===== src/rtl/pipe_pkg.sv =====
// Shared widths, occupancy encoding and counter helpers for the pipeline stage register.
package pipe_pkg;

  localparam int unsigned CTRL_W_DEF = 8;
  localparam int unsigned DATA_W_DEF = 128;
  localparam int unsigned CNT_W_DEF  = 16;

  typedef enum logic [1:0] {
    EMPTY = 2'd0,
    ONE   = 2'd1,
    TWO   = 2'd2
  } occ_e;

  // Counters are carried in 32 bits here, so instances are limited to CNT_W <= 32.
  function automatic logic [31:0] sat_add(input logic [31:0] cur,
                                          input logic [1:0]  inc,
                                          input logic [31:0] max_val);
    logic [32:0] sum;
    sum = {1'b0, cur} + {31'd0, inc};
    if (sum > {1'b0, max_val}) return max_val;
    return sum[31:0];
  endfunction

  function automatic occ_e occ_of(input logic m_v, input logic s_v);
    occ_e occ;
    case ({m_v, s_v})
      2'b11:        occ = TWO;
      2'b10, 2'b01: occ = ONE;
      default:      occ = EMPTY;
    endcase
    return occ;
  endfunction

endpackage


===== src/rtl/pipe_slot.sv =====
// One pipeline entry: valid flag plus control/data payload. Clear beats load,
// clearing zeroes the control bundle but leaves data untouched.
module pipe_slot
  import pipe_pkg::*;
#(
  parameter int unsigned CTRL_W = CTRL_W_DEF,
  parameter int unsigned DATA_W = DATA_W_DEF
) (
  input  logic              clk,
  input  logic              reset,
  input  logic              load,
  input  logic              clr,
  input  logic [CTRL_W-1:0] ld_ctrl,
  input  logic [DATA_W-1:0] ld_data,
  output logic              valid,
  output logic [CTRL_W-1:0] ctrl,
  output logic [DATA_W-1:0] data
);

  logic              valid_q, valid_d;
  logic [CTRL_W-1:0] ctrl_q, ctrl_d;
  logic [DATA_W-1:0] data_q, data_d;

  always_comb begin
    valid_d = valid_q;
    ctrl_d  = ctrl_q;
    data_d  = data_q;
    if (clr) begin
      valid_d = 1'b0;
      ctrl_d  = '0;
    end else if (load) begin
      valid_d = 1'b1;
      ctrl_d  = ld_ctrl;
      data_d  = ld_data;
    end
  end

  always_ff @(posedge clk or posedge reset) begin
    if (reset) begin
      valid_q <= 1'b0;
      ctrl_q  <= '0;
      data_q  <= '0;
    end else begin
      valid_q <= valid_d;
      ctrl_q  <= ctrl_d;
      data_q  <= data_d;
    end
  end

  assign valid = valid_q;
  assign ctrl  = ctrl_q;
  assign data  = data_q;

endmodule


===== src/rtl/pipe_stage_reg.sv =====
// Inter-stage pipeline register with valid/ready handshake, flush, optional
// skid entry and saturating stall/kill performance counters.
module pipe_stage_reg
  import pipe_pkg::*;
#(
  parameter int unsigned CTRL_W = CTRL_W_DEF,
  parameter int unsigned DATA_W = DATA_W_DEF,
  parameter int unsigned SKID   = 1,
  parameter int unsigned CNT_W  = CNT_W_DEF
) (
  input  logic              clk,
  input  logic              reset,
  input  logic              flush,
  input  logic              in_valid,
  output logic              in_ready,
  input  logic [CTRL_W-1:0] in_ctrl,
  input  logic [DATA_W-1:0] in_data,
  output logic              out_valid,
  input  logic              out_ready,
  output logic [CTRL_W-1:0] out_ctrl,
  output logic [DATA_W-1:0] out_data,
  output logic [1:0]        occupancy,
  output logic [CNT_W-1:0]  stall_cnt,
  output logic [CNT_W-1:0]  kill_cnt,
  input  logic              cnt_clr
);

  localparam logic [CNT_W-1:0] CNT_MAX = '1;

  logic              m_valid, s_valid;
  logic [CTRL_W-1:0] m_ctrl, m_ld_ctrl;
  logic [DATA_W-1:0] m_data, m_ld_data;
  logic              m_load, m_clr;
  logic              accept, emit;
  logic              rdy_q, rdy_d;
  logic [CNT_W-1:0]  stall_cnt_q, stall_cnt_d;
  logic [CNT_W-1:0]  kill_cnt_q, kill_cnt_d;
  logic [1:0]        kill_inc;
  occ_e              occ;

  assign accept = in_valid && in_ready;
  assign emit   = m_valid && out_ready;

  pipe_slot #(.CTRL_W(CTRL_W), .DATA_W(DATA_W)) u_main (
    .clk     (clk),
    .reset   (reset),
    .load    (m_load),
    .clr     (m_clr),
    .ld_ctrl (m_ld_ctrl),
    .ld_data (m_ld_data),
    .valid   (m_valid),
    .ctrl    (m_ctrl),
    .data    (m_data)
  );

  generate
    if (SKID != 0) begin : g_skid
      logic              s_load, s_clr, m_from_s;
      logic [CTRL_W-1:0] s_ctrl;
      logic [DATA_W-1:0] s_data;

      pipe_slot #(.CTRL_W(CTRL_W), .DATA_W(DATA_W)) u_skid (
        .clk     (clk),
        .reset   (reset),
        .load    (s_load),
        .clr     (s_clr),
        .ld_ctrl (in_ctrl),
        .ld_data (in_data),
        .valid   (s_valid),
        .ctrl    (s_ctrl),
        .data    (s_data)
      );

      // The skid entry is always the older beat, so it refills the head first.
      assign m_from_s  = emit && s_valid;
      assign m_load    = m_from_s || (accept && (!m_valid || emit));
      assign m_clr     = flush || (emit && !m_load);
      assign m_ld_ctrl = m_from_s ? s_ctrl : in_ctrl;
      assign m_ld_data = m_from_s ? s_data : in_data;
      assign s_load    = accept && m_valid && (!emit || s_valid);
      assign s_clr     = flush || (m_from_s && !s_load);
      assign rdy_d     = !(!s_clr && (s_load || s_valid));
      assign in_ready  = rdy_q;
    end else begin : g_single
      assign s_valid   = 1'b0;
      assign m_load    = accept;
      assign m_clr     = flush || (emit && !accept);
      assign m_ld_ctrl = in_ctrl;
      assign m_ld_data = in_data;
      assign rdy_d     = 1'b1;
      assign in_ready  = rdy_q && (!m_valid || out_ready);
    end
  endgenerate

  // A beat leaving on the flush edge is delivered, so it is not counted as killed.
  always_comb begin
    kill_inc = 2'd0;
    if (flush) kill_inc = {1'b0, m_valid && !emit} + {1'b0, s_valid};
    stall_cnt_d = CNT_W'(sat_add(32'(stall_cnt_q), {1'b0, m_valid && !out_ready}, 32'(CNT_MAX)));
    kill_cnt_d  = CNT_W'(sat_add(32'(kill_cnt_q), kill_inc, 32'(CNT_MAX)));
    if (cnt_clr) begin
      stall_cnt_d = '0;
      kill_cnt_d  = '0;
    end
  end

  always_ff @(posedge clk or posedge reset) begin
    if (reset) begin
      rdy_q       <= 1'b0;
      stall_cnt_q <= '0;
      kill_cnt_q  <= '0;
    end else begin
      rdy_q       <= rdy_d;
      stall_cnt_q <= stall_cnt_d;
      kill_cnt_q  <= kill_cnt_d;
    end
  end

  assign occ       = occ_of(m_valid, s_valid);
  assign occupancy = occ;
  assign out_valid = m_valid;
  assign out_ctrl  = m_valid ? m_ctrl : '0;
  assign out_data  = m_data;
  assign stall_cnt = stall_cnt_q;
  assign kill_cnt  = kill_cnt_q;

endmodule


===== config.mk =====
export PLATFORM = sky130hd
export DESIGN_NAME = pipe_stage_reg
export DESIGN_NICKNAME = d
export VERILOG_FILES = /design/src/rtl/pipe_pkg.sv /design/src/rtl/pipe_slot.sv /design/src/rtl/pipe_stage_reg.sv
export SDC_FILE = /design/constraint.sdc
export NUM_CORES = 1
export LEC_CHECK = 0
export ABC_AREA = 1
export CAP_MARGIN = 20
export CORE_AREA = 8 8 179 181
export DETAILED_ROUTE_END_ITERATION = 6
export DIE_AREA = 0 0 187 189
export PLACE_DENSITY = 0.76
export SLEW_MARGIN = 20
export SYNTH_ARGS = -nofsm -noshare
export SYNTH_HDL_FRONTEND = slang
export SYNTH_SLANG_ARGS = --single-unit

===== constraint.sdc =====
create_clock -name clk -period 32 [get_ports clk]
set_clock_uncertainty 0.1 [all_clocks]
set_input_delay 9.6 -clock clk [delete_from_list [all_inputs] [get_ports clk]]
set_output_delay 9.6 -clock clk [all_outputs]
set_load 0.05 [all_outputs]

=== Word level (Yosys, flattened, before mapping) ===
Cells that the tools add are included.
Widths: inputs -> output; s select.

* Add/subtract/negate cells: 3
* Magnitude comparators: 2
* Eq/ne operators: 3
* Mux-type cells: 21
* Bitwise operators: 2
* Reductions and logical operators: 29

{| class="wikitable"
|+ Operators with widths
! kind !! number
|-
| $mux 128 || 1
|-
| $mux 16 || 6
|-
| $mux 8 || 6
|-
| $gt 17x16->1 const B || 2
|-
| $add 16x1->17 || 1
|-
| $add 16x2->17 || 1
|-
| $logic_and 1x1->1 || 11
|-
| $logic_not 1->1 || 7
|-
| $logic_or 1x1->1 || 6
|-
| $mux 1 || 6
|-
| $eq 2x2->1 const B || 2
|-
| $pmux 2 s2 || 1
|-
| $reduce_and 2->1 || 2
|-
| $reduce_bool 2->1 || 2
|-
| $add 1x1->2 || 1
|-
| $eq 2x1->1 const B || 1
|-
| $mux 2 || 1
|-
| $not 1->1 || 2
|-
| $reduce_or 2->1 || 1
|}

* Register bits after elaboration: 307
* Bits of input ports: 142
* Output and inout bits: 172
* Word-level logic and storage cells: 69

=== Depth between registers and ports, before layout ===
* Word-level depth: 10
* Gate-level depth with buffers: 13
* Depth with buffers taken out: 13

=== Modules after synthesis ===
Synthesis repeated with hierarchy kept, for this count alone.

* Cell total of the unflattened synthesis: 1895
* Area, all modules: 14642.8 um^2

{| class="wikitable"
|+ Modules (own cells, without submodules)
! module !! instances !! cells each !! area an instance (um^2) !! sequential area each (um^2)
|-
| pipe_slot || 2 || 595 || 5392.7 || 3428.3
|-
| pipe_stage_reg || 1 || 705 || 3857.4 || 825.8
|}

=== Least setup slack after synthesis ===
OpenSTA, ideal clock, no wires.

* Kind: input to register
* From: in out_ready
* To: reg kill_cnt_q[10] (netlist: kill_cnt[10])
* Library setup time: 0.136 ns
* Arrival time: 11.198 ns
* Required time: 31.764 ns
* Path slack: 20.566 ns
* Stages: 11
* Path buffers: 1
* Cells stage by stage: nor2_1 -> ha_1 -> nand2_1 -> inv_1 -> ha_1 -> fa_1 -> nand3_1 -> nor3_2 -> nand3_2 -> buf_2 -> a21oi_1

* Word-level cells in the longest chain between the ends: 10

{| class="wikitable"
|+ Ends and longest elaborated chain
! element !! RTL line !! RTL
|-
| start: declaration || pipe_stage_reg.sv:19 || <nowiki>input logic out_ready,</nowiki>
|-
| $logic_and 1x1->1 * || pipe_stage_reg.sv:42 || <nowiki>assign emit = m_valid && out_ready;</nowiki>
|-
| $logic_not 1->1 * || pipe_stage_reg.sv:98 || <nowiki>if (flush) kill_inc = {1'b0, m_valid && !emit} + {1'b0, s_valid};</nowiki>
|-
| $logic_and 1x1->1 * || pipe_stage_reg.sv:98 ||
|-
| $add 1x1->2 * || pipe_stage_reg.sv:98 ||
|-
| $mux 2 * || pipe_stage_reg.sv:98 ||
|-
| $add 16x2->17 * || pipe_pkg.sv:19 || <nowiki>sum = {1'b0, cur} + {31'd0, inc};</nowiki>
|-
| $gt 17x16->1 || pipe_pkg.sv:20 || <nowiki>if (sum > {1'b0, max_val}) return max_val;</nowiki>
|-
| $mux 1 || pipe_pkg.sv:20 ||
|-
| $mux 16 * || pipe_pkg.sv:21 || <nowiki>return sum[31:0];</nowiki>
|-
| $mux 16 * || pipe_stage_reg.sv:101 || <nowiki>if (cnt_clr) begin</nowiki>
|-
| named net kill_cnt_d[10] || pipe_stage_reg.sv:37 || <nowiki>logic [CNT_W-1:0] kill_cnt_q, kill_cnt_d;</nowiki>
|-
| end signal: assignment || pipe_stage_reg.sv:115 || <nowiki>kill_cnt_q <= kill_cnt_d;</nowiki>
|-
| end: declaration || pipe_stage_reg.sv:37 ||
|}

The timed path passes the listed nets; every way through them passes the cells marked *.
A chain may end at the register's enable or synchronous reset.

=== Worst setup path after layout ===
* From: in out_ready
* To: reg u_main.data_q[74] (netlist: u_main.data[74])

* Word-level cells in the longest chain between the ends: 9
* Elaborated cells on any way between the ends: 11
* Classes of those cells: mux (1); bitwise (1); reduce/logical (9)

{| class="wikitable"
|+ Ends and longest elaborated chain
! element !! RTL line !! RTL
|-
| $logic_and 1x1->1 * || pipe_stage_reg.sv:42 ||
|-
| $logic_or 1x1->1 || pipe_stage_reg.sv:76 || <nowiki>assign m_load = m_from_s || (accept && (!m_valid || emit));</nowiki>
|-
| $logic_and 1x1->1 || pipe_stage_reg.sv:76 ||
|-
| $logic_or 1x1->1 || pipe_stage_reg.sv:76 ||
|-
| $logic_not 1->1 || pipe_stage_reg.sv:77 || <nowiki>assign m_clr = flush || (emit && !m_load);</nowiki>
|-
| $logic_and 1x1->1 || pipe_stage_reg.sv:77 ||
|-
| $logic_or 1x1->1 || pipe_stage_reg.sv:77 ||
|-
| $not 1->1 (no line) || n/a ||
|-
| $reduce_and 2->1 (no line) || n/a ||
|-
| end signal: assignment || pipe_slot.sv:46 || <nowiki>data_q <= data_d;</nowiki>
|-
| end: declaration || pipe_slot.sv:22 || <nowiki>logic [DATA_W-1:0] data_q, data_d;</nowiki>
|}

Mark *: on every way between the ends. The rest lies on a longest branch, timed or not.

==> impl_metrics.yaml <==
run_status:
  status: "complete, no violations"
synthesis:
  syn-num-nets: 1718
  synth_area_leaders: "dfrtp_1, nand2_1, o211ai_1, o21ai_0, inv_1"
  synth_cell_types: 32
  ys_async_sr_fraction_pct: 100.0
  synth_edf_count: 0
  syn_area_um2: 13710
  synth_top_area_share_pct: 56.03
  ys_warn_count: 0
  ys_ff_latch: 307
  synth_cells: 1569
  synthFlopType: "dfrtp_1"
  yosysTopAreaCell: "dfrtp_1"
  syn-mean-instance-area_um2: 8.739
  seq_area_frac_synth_pct: 56.03
sta:
  setup_viol: 0
  setup_ws_ns: 18.96
  min_period_ns: 13.04
  slew_viol_final: 0
  relSlewSlack_pct: 29.44
  period_share_pct: 40.74
  hold_violations: 0
  setup_tns_ns: 0
  fmax_ghz: 0.07670
  grt_setup_unrepaired: "no"
  worstMarginPinSlew_ns: 1.058
worst_setup_path:
  end_kind: "register"
  regToRegStartpoint: "u_main.valid"
  cp.arrival_ns: 13.37
  cp-startpoint: "out_ready"
  critPathLaunchType: "primary input"
  cp_max_fo: 76
  cp_data_required_time_ns: 32.33
  critPathKind: "primary input to register"
grt:
  grt_overflow: 0
  use_met1_pct: 26.37
  first_global_vias: 11570
  grt_pass1_wl_um: 59970
  grt.busiest_layer: "met2"
  grt_use_met2_pct: 33.09
  grt_use_total_pct: 20.31
  met3_usage_pct: 5.206
  antenna_found_initial: 0
  grt_max_degree: 122
layout:
  multi_input_area_um2: 4785
  seq_area_um2: 7682
  syn_to_final_growth_pct: 31.18
  nNetsFinal: 1985
  antenna_cells: 0
  final_layout_size_suffix_gt1_share_pct: 4.039
  fillers: 2426
floorplan:
  initial_core_util_pct: 46.89
  row_count: 63
  fp.dieH_um: 189
  io_pins: 314
  dieArea_um2: 35340
  die_w_um: 187
  core-area_um2: 29240
cts:
  clk_latency_ns: 0.50
  cts_setup_buffers: 0
  cts_tree: "built"
  clock-sinks: 307
  root_buffer: "clkbuf_16"
  cts_max_level: 2
  ctsResizeCount: 0
  cts_buffers: 34
  clock_path_buffers: 3
  path_clk_slew_ns: 0.06
  hold_buffers: 0
hold_path:
  worst_hold_startpoint: "u_main.data[119]"
  holdCritPathClass: "register to register"
detailed_routing:
  detailroute.via_count: 11450
  first_pass_iters: 6
  first_iter_violations: 889
  vias_per_cell: 5.096
  antenna_left: 0
  drc: 0
  routed_wl_um: 36340
  avgRoutedWirePerCell_um: 16.17
power:
  total_power_w: 0.001278
  irDropWorstVdd_mv: 0.04126
  p_leak_nw: 8.279
  power_density_nw_per_um2: 71.07
placement:
  place_hpwl_um: 24020
  gp_congestion: 0.8440
  io_buffer_count: 313
  preCtsSetupSlack_ns: 18.48
job:
  maxCapViolations: 0
area by class of cell:
class                   count  area share (%)
clock inverters             9          0.8278
inverters                 168           3.589
well taps                 390           2.713
multi-input cells        1002           26.60
clock buffers              48           5.655
flip-flops and latches    307           42.71
repair buffers            323           17.90
worst max-delay path, stage by stage:
cell and delay (ns):
clkdlybuf4s50_1 0.55, nand3_1 0.54, nand2_1 0.38, nand2_4 0.44
inv_4 0.64, buf_4 0.78, o211ai_1 0.23, nand2_1 0.12
routing by layer:
| metal | vias up | wire, um |
|---|---|---|
| met1 | 5475 | 15730 |
| li1 | 5537 | - |
| met5 | - | 0 |
| met2 | 371 | 17140 |
| met3 | 67 | 2512 |
| met4 | 0 | 961 |
through the flow:
step	instances	hold slack [ns]	cell area, um2	util (%)
after global placement	2189	0.3614	16800	57.45
after detailed placement	2189	0.3645	16800	57.45
after global routing	2247	0.3881	17990	61.51
after floorplan	1569	0.3680	13710	-
final	2247	0.3765	17990	61.51
after CTS	2246	0.3809	17970	61.44
cells by family after synthesis:
kind of cell	synth area share (%)
xor gates and xnor gates	1.214
AOI/OAI and AO/OA	13.35
DFF	56.03
muxes	0.5840
and+or+nand+nor	18.98
adders and majority gates	0.6935
buffers and inverters	9.152
synth_stat cells, types with 3 or more instances:
| cell type | instances |
|---|---|
| o211ai_1 | 128 |
| inv_1 | 165 |
| buf_2 | 45 |
| nand2_1 | 589 |
| ha_1 | 6 |
| inv_2 | 3 |
| xor2_1 | 13 |
| buf_6 | 20 |
| nand3_1 | 35 |
| a21oi_1 | 29 |
| mux2i_1 | 8 |
| o21ai_0 | 140 |
| nor2_1 | 30 |
| xnor2_1 | 6 |
| nand4_1 | 3 |
| clkbuf_1 | 4 |
| buf_4 | 19 |
| dfrtp_1 | 307 |
| buf_1 | 3 |
placed cells by master (no fill, tap or decap), types with 6 or more instances in the layout:
cell | Yosys | final
nand2_1 | 589 | 589
xor2_1 | 13 | 13
inv_1 | 165 | 164
a21oi_1 | 29 | 29
clkdlybuf4s50_1 | 0 | 313
buf_4 | 19 | 9
mux2i_1 | 8 | 8
nand3_1 | 35 | 35
o211ai_1 | 128 | 128
nor2_1 | 30 | 30
o21ai_0 | 140 | 140
dfrtp_1 | 307 | 307
xnor2_1 | 6 | 6
clkbuf_1 | 4 | 6
ha_1 | 6 | 6
clkbuf_16 | 0 | 37
flip-flops by register name, summed over array words and instances (netlist names):
| signal | cells |
|---|---|
| stall_cnt | 16 |
| g_skid.u_skid.data | 128 |
| g_skid.u_skid.ctrl | 8 |
| u_main.data | 128 |
| kill_cnt | 16 |
| u_main.ctrl | 8 |
| in_ready | 1 |
| g_skid.u_skid.valid | 1 |
| u_main.valid | 1 |
path summary, 6_finish.rpt:
path	slack [ns]	to	cells after the start
max	18.96	u_main.data[74]	8
min	0.38	u_main.data[119]	2
max reg2reg	27.90	u_main.data[74]	7
min reg2reg	0.38	u_main.data[119]	2
max in group asynchronous	20.03	g_skid.u_skid.data[53]	4
min in group asynchronous	9.52	g_skid.u_skid.data[114]	2
power breakdown:
part | internal, W | leakage (nW) | switching, W | total [W]
combinational | 0.000116 | 3.86 | 0.000239 | 0.000356
clock | 0.000253 | 0.575 | 0.000152 | 0.000405
sequential | 0.000478 | 3.84 | 0.0000400 | 0.000518
Power figures use the tool's default switching activity.
